### src/rtl/serial_addsub_pkg.sv
// ---------------------------------------------------------------------------
// serial_addsub_pkg
// Shared types and helpers for the digit-serial adder/subtractor.
//   state_t       : controller states (IDLE, RUN, DONE)
//   MODE_ADD/SUB  : encoding of the 'sub' request bit
//   num_digits()  : number of digits per operand (WIDTH / DIGIT)
//   count_width() : digit counter width, at least one bit
// Optional feature macro used by the block: SERIAL_ADDSUB_OVF_EN
// ---------------------------------------------------------------------------
package serial_addsub_pkg;

    typedef enum logic [1:0] {
        IDLE = 2'd0,
        RUN  = 2'd1,
        DONE = 2'd2
    } state_t;

    localparam logic MODE_ADD = 1'b0;
    localparam logic MODE_SUB = 1'b1;

    function automatic int num_digits(input int width, input int digit);
        return width / digit;
    endfunction

    // A single-digit operation still needs a one-bit counter.
    function automatic int count_width(input int n);
        return (n > 1) ? $clog2(n) : 1;
    endfunction

endpackage

### src/rtl/serial_addsub_digit_adder.sv
// ---------------------------------------------------------------------------
// digit_adder
// Combinational DIGIT-bit ripple-carry adder used once per clock by
// serial_addsub.
// Ports:
//   x, y      in  DIGIT  addend digits
//   ci        in  1      carry in
//   s         out DIGIT  sum digit
//   co        out 1      carry out of the digit MSB
//   c_msb_in  out 1      carry into the digit MSB (overflow detection)
// ---------------------------------------------------------------------------
module digit_adder
    import serial_addsub_pkg::*;
#(
    parameter int DIGIT = 1
) (
    input  logic [DIGIT-1:0] x,
    input  logic [DIGIT-1:0] y,
    input  logic             ci,
    output logic [DIGIT-1:0] s,
    output logic             co,
    output logic             c_msb_in
);

    // Ripple the carry through the digit, capturing the carry entering the MSB.
    always_comb begin
        logic c_v;
        c_v      = ci;
        s        = {DIGIT{1'b0}};
        c_msb_in = 1'b0;
        for (int i = 0; i < DIGIT; i++) begin
            if (i == DIGIT - 1) begin
                c_msb_in = c_v;
            end else begin
                c_msb_in = c_msb_in;
            end
            s[i] = x[i] ^ y[i] ^ c_v;
            c_v  = (x[i] & y[i]) | (x[i] & c_v) | (y[i] & c_v);
        end
        co = c_v;
    end

endmodule

### src/rtl/serial_addsub.sv
// ---------------------------------------------------------------------------
// serial_addsub
// Digit-serial adder/subtractor: DIGIT bits per clock, LSB digit first,
// start/done handshake. An operation takes N = WIDTH/DIGIT RUN cycles plus
// one DONE cycle; subtraction adds the inverted B with carry-in 1.
// Optional feature: define SERIAL_ADDSUB_OVF_EN to add the signed overflow
// output 'ovf'.
// Ports:
//   clk    in   1      clock, rising edge
//   reset  in   1      asynchronous, active-high reset
//   start  in   1      request, sampled only while ready=1
//   sub    in   1      0: a+b, 1: a-b (latched with the operands)
//   a, b   in   WIDTH  operands, latched on accepted start
//   ready  out  1      high in IDLE
//   busy   out  1      high in RUN
//   done   out  1      one-cycle pulse, results valid from this cycle
//   sum    out  WIDTH  result, held until the next accepted start
//   cout   out  1      final carry (sub: 1 = no borrow)
//   ovf    out  1      signed overflow (SERIAL_ADDSUB_OVF_EN only)
// ---------------------------------------------------------------------------
module serial_addsub
    import serial_addsub_pkg::*;
#(
    parameter int WIDTH = 8,
    parameter int DIGIT = 1
) (
    input  logic             clk,
    input  logic             reset,
    input  logic             start,
    input  logic             sub,
    input  logic [WIDTH-1:0] a,
    input  logic [WIDTH-1:0] b,
    output logic             ready,
    output logic             busy,
    output logic             done,
    output logic [WIDTH-1:0] sum,
    output logic             cout
`ifdef SERIAL_ADDSUB_OVF_EN
    ,
    output logic             ovf
`endif
);

    localparam int N  = num_digits(WIDTH, DIGIT);
    localparam int CW = count_width(N);
    localparam logic [CW-1:0] CNT_LAST = CW'(N - 1);

    generate
        if ((WIDTH % DIGIT) != 0) begin : g_digit_check
            $error("serial_addsub: WIDTH must be a multiple of DIGIT");
        end
    endgenerate

    state_t           state_r;
    state_t           state_next_s;
    logic [WIDTH-1:0] a_r;
    logic [WIDTH-1:0] b_r;
    logic             sub_r;
    logic             carry_r;
    logic [CW-1:0]    count_r;
    logic             accept_s;
    logic             last_s;
    logic [DIGIT-1:0] x_s;
    logic [DIGIT-1:0] y_s;
    logic [DIGIT-1:0] s_s;
    logic             co_s;
`ifdef SERIAL_ADDSUB_OVF_EN
    logic             c_msb_s;
`else
    logic             c_msb_unused_s;
`endif

    assign accept_s = (state_r == IDLE) && start;
    assign last_s   = (state_r == RUN) && (count_r == CNT_LAST);

    // Next-state logic for the IDLE -> RUN -> DONE -> IDLE sequence.
    always_comb begin
        state_next_s = state_r;
        case (state_r)
            IDLE: begin
                if (start) begin
                    state_next_s = RUN;
                end else begin
                    state_next_s = IDLE;
                end
            end
            RUN: begin
                if (last_s) begin
                    state_next_s = DONE;
                end else begin
                    state_next_s = RUN;
                end
            end
            DONE:    state_next_s = IDLE;
            default: state_next_s = IDLE;
        endcase
    end

    // State register plus handshake flags registered from the next state.
    always_ff @(posedge clk or posedge reset) begin
        if (reset) begin
            state_r <= IDLE;
            ready   <= 1'b1;
            busy    <= 1'b0;
            done    <= 1'b0;
        end else begin
            state_r <= state_next_s;
            ready   <= (state_next_s == IDLE);
            busy    <= (state_next_s == RUN);
            done    <= (state_next_s == DONE);
        end
    end

    // Operand latch; a start outside IDLE never reloads the operands.
    always_ff @(posedge clk or posedge reset) begin
        if (reset) begin
            a_r   <= {WIDTH{1'b0}};
            b_r   <= {WIDTH{1'b0}};
            sub_r <= MODE_ADD;
        end else if (accept_s) begin
            a_r   <= a;
            b_r   <= b;
            sub_r <= sub;
        end else begin
            a_r   <= a_r;
            b_r   <= b_r;
            sub_r <= sub_r;
        end
    end

    // Select the current digit; B is inverted digit by digit when subtracting.
    always_comb begin
        x_s = {DIGIT{1'b0}};
        y_s = {DIGIT{1'b0}};
        for (int i = 0; i < N; i++) begin
            if (count_r == CW'(i)) begin
                x_s = a_r[i*DIGIT +: DIGIT];
                y_s = b_r[i*DIGIT +: DIGIT] ^ {DIGIT{sub_r}};
            end else begin
                x_s = x_s;
                y_s = y_s;
            end
        end
    end

    digit_adder #(
        .DIGIT(DIGIT)
    ) u_digit_adder (
        .x        (x_s),
        .y        (y_s),
        .ci       (carry_r),
        .s        (s_s),
        .co       (co_s),
`ifdef SERIAL_ADDSUB_OVF_EN
        .c_msb_in (c_msb_s)
`else
        .c_msb_in (c_msb_unused_s)
`endif
    );

    // Serial datapath: carry flop, digit counter, result digits and final carry.
    always_ff @(posedge clk or posedge reset) begin
        if (reset) begin
            carry_r <= 1'b0;
            count_r <= {CW{1'b0}};
            sum     <= {WIDTH{1'b0}};
            cout    <= 1'b0;
        end else if (accept_s) begin
            // Carry-in of 1 completes the two's complement of B.
            carry_r <= (sub == MODE_SUB);
            count_r <= {CW{1'b0}};
        end else if (state_r == RUN) begin
            carry_r <= co_s;
            // Counter parks on the last digit instead of wrapping.
            count_r <= last_s ? count_r : count_r + CW'(1'b1);
            for (int i = 0; i < N; i++) begin
                if (count_r == CW'(i)) begin
                    sum[i*DIGIT +: DIGIT] <= s_s;
                end else begin
                    sum[i*DIGIT +: DIGIT] <= sum[i*DIGIT +: DIGIT];
                end
            end
            if (last_s) begin
                cout <= co_s;
            end else begin
                cout <= cout;
            end
        end else begin
            carry_r <= carry_r;
            count_r <= count_r;
        end
    end

`ifdef SERIAL_ADDSUB_OVF_EN
    // Signed overflow: carry into the MSB differs from carry out of it.
    always_ff @(posedge clk or posedge reset) begin
        if (reset) begin
            ovf <= 1'b0;
        end else if (last_s) begin
            ovf <= c_msb_s ^ co_s;
        end else begin
            ovf <= ovf;
        end
    end
`endif

endmodule
### config.mk
export PLATFORM = sky130hd
export DESIGN_NAME = serial_addsub
export DESIGN_NICKNAME = d
export VERILOG_FILES = /design/src/rtl/serial_addsub_pkg.sv /design/src/rtl/serial_addsub_digit_adder.sv /design/src/rtl/serial_addsub.sv
export SDC_FILE = /design/constraint.sdc
export NUM_CORES = 1
export LEC_CHECK = 0
export BUFFER_PORTS_ARGS = -buffer_cell sky130_fd_sc_hd__buf_2
export CORE_MARGIN = 4
export CORE_UTILIZATION = 54
export DETAILED_ROUTE_END_ITERATION = 12
export PLACE_DENSITY = 0.78
export SYNTH_ARGS = -nofsm -noshare
export SYNTH_HDL_FRONTEND = slang
export SYNTH_SLANG_ARGS = --single-unit
### constraint.sdc
create_clock -name clk -period 2.8 [get_ports clk]
set_input_delay 0.14 -clock clk [delete_from_list [all_inputs] [get_ports clk]]
set_output_delay 0.14 -clock clk [all_outputs]
set_load 0.02 [all_outputs]
Yosys cells after proc, flatten, opt, wreduce, memory -nomap -nowiden
Index checks and enable logic that the tools add are counted.
{"block": "totals", "in_bits": 20, "out_inout_bits": 12, "regBits": 35, "word_cells": 86}
{"block": "classes", "eq_ne": 11, "muxes": 24, "bitwise_logic": 16, "addsub": 1, "n_reduce_logical": 16}
{"operator": "3-bit AND reduction", "count": 9}
{"operator": "1-bit 2-to-1 mux", "count": 19}
{"operator": "3-bit == test (second input constant)", "count": 4}
{"operator": "1-bit XOR", "count": 10}
{"operator": "3-bit 2-to-1 mux", "count": 3}
{"operator": "3-bit by 2-bit == test with 1-bit output (second input constant)", "count": 2}
{"operator": "2-bit by 1-bit == test with 1-bit output (second input constant)", "count": 2}
{"operator": "2-bit logical NOT", "count": 2}
{"operator": "2-bit one-hot mux with 2 select lines", "count": 1}
{"operator": "3-bit by 1-bit adder with 3-bit output (second input constant)", "count": 1}
{"operator": "1-bit bitwise AND", "count": 3}
{"operator": "3-bit by 1-bit == test with 1-bit output (second input constant)", "count": 1}
{"operator": "3-bit logical NOT", "count": 1}
{"operator": "2-bit == test (second input constant)", "count": 1}
{"operator": "1-bit logical AND", "count": 2}
{"operator": "2-bit 2-to-1 mux", "count": 1}
{"operator": "2-bit != test (second input constant)", "count": 1}
{"operator": "1-bit OR", "count": 2}
{"operator": "2-bit AND reduction", "count": 1}
{"operator": "2-bit nonzero test", "count": 1}
{"operator": "1-bit NOT", "count": 1}

Logic depth before layout (Yosys ltp)
Gate-level depths: netlist (run 1).
{"block": "depth", "ltp_word": 14, "mapped_depth": 10, "depth_no_buf": 9}

Hierarchy
From an unflattened synthesis (run 1), not the netlist that was laid out.
{"block": "unflattened", "hier_cells": 147, "area_unflattened_um2": 1722.9}
{"module": "serial_addsub", "seq_area_each_um2": 877.1, "instances": 1, "area_per_inst_um2": 1695.4, "cells_each": 145}
{"module": "digit_adder", "seq_area_each_um2": 0.0, "instances": 1, "area_per_inst_um2": 27.5, "cells_each": 2}

Least setup slack after synthesis (run 1)
Ideal clock, no wire load.
{"block": "synth_timing", "path_kind": "register to register", "startpoint": "register count_r[0]", "endpoint": "register sum[0]", "period_less_slack_ns": 2.482, "required_time_ns": 2.672, "setup_time_ns": 0.128, "n_path_buf": 0, "path_stages_with_launch": 9, "arrival_ns": 2.354, "setup_slack_ns": 0.318, "cell_sequence": "dfrtp_1 ha_1 ha_1 a21o_1 a21oi_1 o22ai_1 a221o_1 fa_1 mux2_1"}
{"block": "synth_between", "elab_chain_len": 11, "elab_cells_between_ends": 27, "classes_between": "eq/ne: 7; mux: 16; bitwise: 2; reduce/logical: 2"}
{"item": "start, declared", "line_no": "serial_addsub.sv:60", "text": "logic [CW-1:0] count_r;"}
{"item": "start signal, assigned", "line_no": "serial_addsub.sv:165", "text": "count_r <= {CW{1'b0}};"}
{"item": "start signal, assigned", "line_no": "serial_addsub.sv:171", "text": "count_r <= {CW{1'b0}};"}
{"item": "start signal, assigned", "line_no": "serial_addsub.sv:175", "text": "count_r <= last_s ? count_r : count_r + CW'(1'b1);"}
{"item": "3-bit logical NOT", "line_no": "serial_addsub.sv:136", "text": "if (count_r == CW'(i)) begin"}
{"item": "1-bit 2-to-1 mux (8 in series)", "line_no": "serial_addsub.sv:136"}
{"item": "1-bit XOR (*) (2 in series)", "line_no": "serial_addsub_digit_adder.sv:37", "text": "s[i] = x[i] ^ y[i] ^ c_v;"}
{"item": "via s_s", "line_no": "serial_addsub.sv:65", "text": "logic [DIGIT-1:0] s_s;"}
{"item": "end signal, assigned", "line_no": "serial_addsub.sv:166", "text": "sum <= {WIDTH{1'b0}};"}
{"item": "end signal, assigned by index", "line_no": "serial_addsub.sv:178", "text": "sum[i*DIGIT +: DIGIT] <= s_s;"}
{"item": "end signal, assigned by index", "line_no": "serial_addsub.sv:180", "text": "sum[i*DIGIT +: DIGIT] <= sum[i*DIGIT +: DIGIT];"}
{"item": "end, declared", "line_no": "serial_addsub.sv:36", "text": "output logic [WIDTH-1:0] sum,"}
Mark *: on every way through the listed nets, which the timed path passes. The rest lies on a longest branch.
A chain may end at the register's enable or synchronous reset.

Final worst setup path (run 1)
{"block": "layout_timing", "startpoint": "register count_r[0]", "endpoint": "register sum[6]"}
Same word-level chain as after synthesis.

==> flow_summary.yaml, run 1 <==
status:
  status: "completed"
detailed_routing:
  via_count: 1231
  dr.pass1.iters: 4
  wire_per_inst_um: 14.3
  post-route-drc-count: 0
  wirelength_mm: 3.34
  drt-initial-drc-count: 25
  vias_per_cell: 5.26
  ant_nets: 0
cts:
  post_cts_buffers: 0
  cts_tree: "yes"
  cts-root-buf: "clkbuf_4"
  htreeDepth: 2
  clk_latency_ps: 330
  cts.path.max_buffers: 2
  clk_pin_slew_ps: 100
  numCtsBuffers: 5
  cts_sinks: 35
run:
  max_cap_violations: 0
global_route:
  grtUsageMet1_pct: 22.1
  grt-ovfl-total: 0
  met2_usage_pct: 32.3
  antenna_found_initial: 0
  grtUsageTotal_pct: 18.4
  grt_start_max_net_pins: 21
  grt_pass1_wl_mm: 5.96
  use_met3_pct: 3.64
  global_route.peak_usage_layer: "met2"
  grt_pass1_vias: 1317
power:
  p_leak_uw: 0.000962
  total_power_uw: 2590
  ir_drop_mv: 0.614
  power.density_nw_per_um2: 1260
layout:
  final-seq-area_um2: 878
  fillers: 253
  n_antenna_cell: 0
  multi_input_area_um2: 795
  area_growth_pct: 16.9
  nets: 216
  drive_above_1_share_pct: 34.7
  final_util_pct: 66.7
logic_synthesis:
  synth.largest_area_cell: "dfrtp_1"
  syn_inst: 150
  synth_fa_ha_area_share_pct: 5.42
  yosys_warnings: 0
  synth_top_area_share_pct: 48.5
  synth_common_cells: "dfrtp_1, mux2_2, nand2_1"
  ys_dominant_reg_cell: "dfrtp_1"
  synth.area.top_cells: "dfrtp_1, mux2_2, mux2_1, ha_1, nand2_1"
  synth_edf_count: 0
  synthXorXnorAreaFrac_pct: 2.49
  post-synth-top-count-cell: "dfrtp_1"
  yosysSeqAreaShare_pct: 50.0
  synth-compound-area-share_pct: 11.2
  synth_top_family_by_area: "multiplexers"
  synth_seq_cells: 35
  synth_fp_nets: 177
  syn_area_per_cell_um2: 11.7
  synthArstFlopShare_pct: 100
  yosys.area_share.simple_pct: 9.84
  muxShareOfSynthArea_pct: 16.0
  syn-cell-area_um2: 1760
  synth.distinct_cells: 39
placed_design:
  place_congestion: 0.794
  io_buffers: 31
  dp.final_hpwl_mm: 2.58
critical_path:
  required_ps: 3020
  cp-end-kind: "flip-flop"
  critPathKind: "reg -> reg"
  worstPathMaxFanout: 8
  start_kind: "flip-flop"
  arrival_ps: 2890
sta:
  finalCritPeriodShare_pct: 95.4
  rsz0062_at_grt: "no"
  hold_viol: 0
  setup_viol: 0
  whs_ps: 3.72
  slew_headroom_pct: 56.7
  tightestPinTransition_ps: 649
  fin_setup_tns_ps: 0
  fmax_mhz: 374
  maxSlewViolCount: 0
  min_period_ps: 2670
  clock_skew_ps: 6.27
die:
  die_w_um: 65.0
  die_area_um2: 4230
  pin_count: 32
  core_area_um2: 3080
  start_util_pct: 57.0
  die_h_um: 65.0
  rows: 20
hold_path:
  min_path_type: "in -> reg"
cell usage in the layout (no fill, tap or decap), types with 3 or more instances in the layout:
cell type   n
inv_1      10
a221oi_1    3
a21oi_1     6
clkbuf_4    5
buf_2      31
o21ai_0     5
ha_1        5
dfrtp_1    33
nor2_1      5
nand2_1    12
xnor2_1     3
buf_4       7
nand3_1     3
mux2_1      9
mux2_2     16
area by class of cell:
class / count / share of cell area [%]
clock buffer: 8 / 3.35
inverter: 10 / 1.83
multi-input combinational: 98 / 38.7
sequential: 35 / 42.8
tap: 44 / 2.68
timing repair buffer: 39 / 10.6
final timing paths:
path | start | end | slack, ps | cells past startpoint
worst max-delay path | count_r[0] | sum[6] | 130 | 8
worst min-delay path | b[7] | b_r[7] | 4 | 3
worst max register to register | count_r[0] | sum[6] | 130 | 8
worst min register to register | sum[7] | sum[7] | 500 | 1
max in group asynchronous | reset | ready | 1640 | 4
min in group asynchronous | reset | b_r[4] | 420 | 3
sequential cells by signal (all words and copies together), names as in the netlist:
signal   flops
done         1
count_r      3
sub_r        1
a_r          8
cout         1
carry_r      1
busy         1
sum          8
ready        1
b_r          8
state_r      2
stage by stage:
stage	worst slack [ps]	cells	cell area (um2)
finish	129	234	2050
global route	10.0	234	2050
CTS	52.5	234	2050
detailed placement	67.8	225	1970
global placement	181	225	1970
floorplan	318	150	1760
per-layer routing:
layer | vias to the layer above | part of all wire (%)
met5 | - | 0
met4 | 0 | 1.8
met3 | 8 | 4.3
met2 | 27 | 50
met1 | 591 | 44
li1 | 605 | -
report_power, final:
group | switching (uW) | internal, uW
Clock | 158 | 148
Sequential | 168 | 761
Combinational | 700 | 650
critical path, stage by stage, from the launching register on:
cell and delay [ps]:
dfrtp_2 450, ha_1 230, ha_1 270, a21o_1 180, a21oi_1 130, o22ai_1 90
a221o_1 380, fa_2 520, mux2_1 310
cell families (layout without fill, tap and decap cells):
group,Yosys count,after routing
adders and majority gates,7,7
DFF,35,35
buffers and inverters,17,57
muxes,25,25
AOI/OAI and AO/OA,28,28
xor gates and xnor gates,5,5
and+or+nand+nor,33,33
repair_timing:
item	CTS	global route
setup endpoints to repair	0	8
hold buffers	1	0
gates resized for setup	0	3
hold endpoints to repair	17	0
(Power assumes the default switching activity.)
==> inputs of run 2 (changes only) <==
--- a/config.mk
+++ b/config.mk
@@ -12,4 +12,6 @@
 export PLACE_DENSITY = 0.78
 export SYNTH_ARGS = -nofsm -noshare
 export SYNTH_HDL_FRONTEND = slang
+export SYNTH_HIERARCHICAL = 1
 export SYNTH_SLANG_ARGS = --single-unit
+export TNS_END_PERCENT = 5
==> flow_summary.yaml, run 2 <==
status:
  status: "completed"
critical_path:
  crit_path_end: "sum[3]"
  rrSetupSlack_ps: 150
  r2r-start: "count_r[2]"
  worstPathMaxFanout: 10
  worstPathCellList: "inv_1 > ha_1 > or2_2 > a211oi_1 > o22ai_1 > a21oi_2 > fa_2 > mux2_2"
  critPathKind: "reg -> reg"
  required_ps: 3030
  timing.rr.end: "sum[3]"
  crit_start: "count_r[2]"
  cpPeakStageDelay_ps: 530
  rr_worst_depth: 8
  cp-end-kind: "flip-flop"
  arrival_ps: 2880
  start_kind: "flip-flop"
  slowest_stage: "dfrtp_1"
sta:
  min_period_ps: 2650
  hold_viol: 0
  tightestPinTransition_ps: 620
  finalCritPeriodShare_pct: 94.7
  slew_headroom_pct: 58.6
  fmax_mhz: 377
  clock_skew_ps: 9.92
  postLayoutSetupSlackWorst_ps: 148
  maxSlewViolCount: 0
  setup_viol: 0
power:
  power.density_nw_per_um2: 1240
  p_leak_uw: 0.000933
  ir_drop_mv: 0.529
detailed_routing:
  dr.pass1.iters: 4
  post-route-drc-count: 0
  wire_per_inst_um: 14.5
  vias_per_cell: 5.19
  ant_nets: 0
  via_count: 1194
  wirelength_mm: 3.33
  drt-initial-drc-count: 43
logic_synthesis:
  syn_inst: 146
  syn_area_per_cell_um2: 11.7
  synth_fp_nets: 173
  yosys_warnings: 6
  syn-cell-area_um2: 1720
cts:
  cts.path.max_buffers: 2
  numCtsBuffers: 5
  clk_pin_slew_ps: 100
  cts_sinks: 35
  cts_tree: "yes"
  htreeDepth: 2
  clk_latency_ps: 330
  cts-root-buf: "clkbuf_4"
placed_design:
  dp.final_hpwl_mm: 2.48
  dpl_cell_area_um2: 1900
  io_buffers: 31
  place_ws_ps: 86.7
  place_congestion: 0.904
die:
  die_w_um: 64.4
  pin_count: 32
  start_util_pct: 56.2
  die_h_um: 64.4
  rows: 20
  core_area_um2: 3050
  die_area_um2: 4140
global_route:
  grt-ovfl-total: 0
  grt_pass1_vias: 1215
  use_met3_pct: 6.15
  grtUsageTotal_pct: 17.5
  grt_pass1_wl_mm: 5.57
  met2_usage_pct: 30.4
  grt_start_max_net_pins: 36
  grtUsageMet1_pct: 20.2
  antenna_found_initial: 0
  global_route.peak_usage_layer: "met2"
layout:
  layout_common_cells: "dfrtp_1, buf_2, mux2_2"
  reg.largest.list: "a_r x8, b_r x8, sum x8"
  nets: 212
  final_cell_area_um2: 2000
  n_antenna_cell: 0
  area_growth_pct: 16.7
  drive_above_1_share_pct: 38.2
  final_common_cell: "dfrtp_1"
run:
  max_cap_violations: 0
hold_path:
  min_path_type: "in -> reg"
  worst_hold_startpoint: "a[1]"
-- run 2: worst min-delay path by stage --
stage	end	slack, ps	depth (start not counted)
3_3_place_gp	sum[1]	250	3
4_1_cts	b_r[7]	4	3
5_1_grt	b_r[2]	2	2
2_1_floorplan	a_r[4]	260	2
3_5_place_dp	sum[0]	260	3
6_report	a_r[1]	20	2
-- run 2: final cells by class --
class	count	area, um2
Sequential cell	35	877
Multi-Input combinational cell	95	758
Inverter	8	30.0
Fill cell	258	1050
Clock buffer	8	48.8
Timing Repair Buffer	40	233
Tap cell	44	55.1
-- run 2: repair_timing --
item | CTS | global route
setup endpoints to repair | 0 | 8
resized for setup | 0 | 3
hold endpoints to repair | 35 | 2
buffers inserted | 0 | 1
hold buffers | 2 | 2
-- run 2: power breakdown --
part / switching, uW / internal [uW]
logic: 678 / 617
clock network: 158 / 100
registers: 174 / 757
total: 1010 / 1470
-- run 2: through the flow --
step	hold WS, ps	std cells	util (%)	total power [uW]	TNS (ps)
after detailed placement	259	217	62.1	2210	0
after CTS	3.68	227	64.4	2470	0
after global routing	1.52	230	65.6	2700	-4.35
after global placement	247	217	62.1	2120	0
after floorplan	257	146	-	1900	0
final	24.3	230	65.6	2480	0
-- run 2: critical path: cells and delay by family, from the launching register on --
| family | cells | cell delay (ps) |
|---|---|---|
| AND/OR/NAND/NOR | 1 | 310 |
| buffers and inverters | 1 | 110 |
| multiplexers | 1 | 290 |
| flip-flops | 1 | 530 |
| adder cells (fa/ha/maj) | 2 | 780 |
| AO/OA/AOI/OAI | 3 | 530 |
-- run 2: metal layers --
metal  up-vias  share of wire, %  wire length [um]
li1        579                 -                 -
met1       572                42              1400
met2        38                50              1680
met3         5               6.2               206
met4         0               1.4                47
met5         -                 0                 0
==> inputs of run 3 (changes only) <==
--- a/config.mk
+++ b/config.mk
@@ -8,8 +8,10 @@
 export BUFFER_PORTS_ARGS = -buffer_cell sky130_fd_sc_hd__buf_2
 export CORE_MARGIN = 4
 export CORE_UTILIZATION = 54
+export CTS_BUF_LIST = sky130_fd_sc_hd__clkbuf_16
 export DETAILED_ROUTE_END_ITERATION = 12
 export PLACE_DENSITY = 0.78
+export SKIP_LAST_GASP = 1
 export SYNTH_ARGS = -nofsm -noshare
 export SYNTH_HDL_FRONTEND = slang
 export SYNTH_HIERARCHICAL = 1
==> flow_summary.yaml, run 3 (synthesis results as in run 2) <==
power:
  power.density_nw_per_um2: 1330
  ir_drop_mv: 0.544
  p_leak_uw: 0.000968
  total_power_uw: 2730
placed_design:
  place_congestion: 0.904
  place_ws_ps: 86.7
  io_buffers: 31
  dpl_cell_area_um2: 1900
  dp.final_hpwl_mm: 2.48
detailed_routing:
  ant_nets: 0
  wire_per_inst_um: 14.9
  wirelength_mm: 3.37
  via_count: 1203
  vias_per_cell: 5.32
  dr.pass1.iters: 4
  post-route-drc-count: 0
  drt-initial-drc-count: 42
sta:
  hold_viol: 0
  fin_setup_tns_ps: 0
  maxSlewViolCount: 0
  finalCritPeriodShare_pct: 96.0
  fmax_mhz: 372
  tightestPinTransition_ps: 597
  min_period_ps: 2690
  setup_viol: 0
  slew_headroom_pct: 60.1
  rsz0062_at_grt: "no"
  clock_skew_ps: 3.99
  postLayoutSetupSlackWorst_ps: 113
critical_path:
  required_ps: 2960
  critPathBufInv: 0
  worstPathCellList: "ha_1 > ha_1 > or2_2 > a211oi_1 > o22ai_1 > a21oi_2 > fa_2 > mux2_2"
  cpPeakStageDelay_ps: 510
  path_delay_family: "adder cells"
  cp.depth: 8
  cp-end-kind: "flip-flop"
  rr_worst_depth: 8
  critical_path.most_common_cell: "ha_1"
  rrSetupSlack_ps: 110
  slowest_stage: "fa_2"
  worstPathMaxFanout: 8
  critPathKind: "reg -> reg"
  arrival_ps: 2850
  start_kind: "flip-flop"
hold_path:
  min_path_type: "in -> reg"
  min_path_cells: 3
die:
  core_area_um2: 3050
  die_h_um: 64.4
  rows: 20
  die_w_um: 64.4
  die_area_um2: 4140
  start_util_pct: 56.2
  pin_count: 32
global_route:
  antenna_found_initial: 0
  grt_pass1_wl_mm: 5.73
  grt_pass1_vias: 1243
  grt-ovfl-total: 0
  grt_start_max_net_pins: 36
  grtUsageTotal_pct: 18.1
layout:
  fillers: 240
  drive_above_1_share_pct: 38.5
  nets: 208
  reg.largest.list: "a_r x8, b_r x8, sum x8"
  final_cell_area_um2: 2050
  layout_common_cells: "dfrtp_1, buf_2, mux2_2"
  final_common_cell: "dfrtp_1"
  n_antenna_cell: 0
  area_growth_pct: 19.5
run:
  max_cap_violations: 0
cts:
  cts-root-buf: "clkbuf_16"
  clk_latency_ps: 280
  cts_sinks: 35
  cts_tree: "yes"
  clk_pin_slew_ps: 50
  numCtsBuffers: 5
  cts.path.max_buffers: 2
  htreeDepth: 2
status:
  status: "completed"
[run 3: through the flow]
stage | hold slack [ps] | instances | utilization, %
after detailed placement | 259 | 217 | 62.1
after CTS | 64.0 | 226 | 66.9
after global placement | 247 | 217 | 62.1
after floorplan | 257 | 146 | -
after global routing | 76.2 | 226 | 67.2
final | 69.3 | 226 | 67.2
[run 3: final timing paths]
kind,start,to
max reg2reg,count_r[0],sum[3]
min reg2reg,sum[4],sum[4]
min,a[4],a_r[4]
max,count_r[0],sum[3]
min in group asynchronous,reset,sum[1]
max in group asynchronous,reset,ready
[run 3: power breakdown]
part / switching [uW] / leakage (uW) / internal, uW / total, uW
logic: 681 / 0.000472 / 605 / 1290
clock network: 187 / 0.0000776 / 319 / 505
registers: 178 / 0.000418 / 762 / 940
[run 3: layer usage]
metal  vias to the layer above  track usage [%]  wire length, um
met5                         -                0                0
met1                       574             21.0             1380
met4                         0             6.33               55
li1                        573                -                -
met3                         9             5.62              234
met2                        47             31.4             1700
[run 3: repair_timing]
item,4_1_cts,5_1_grt
hold buffers,1,0
gates resized for setup,0,3
buffers inserted,0,0
endpoints found under the hold margin,34,0
setup endpoints to repair,0,8
[run 3: layout make-up]
class | instances | area, um2 | area share, %
sequential | 35 | 878 | 42.8
tap | 44 | 55.1 | 2.68
inverter | 8 | 30.0 | 1.46
multi-input combinational | 95 | 756 | 36.9
clock buffer | 5 | 125 | 6.10
clock inverter | 3 | 11.3 | 0.549
timing repair buffer | 36 | 195 | 9.52
[run 3: worst min-delay path, stage by stage]
cell     delay, ps
buf_2           80
nand2_1         40
o21ai_0         50
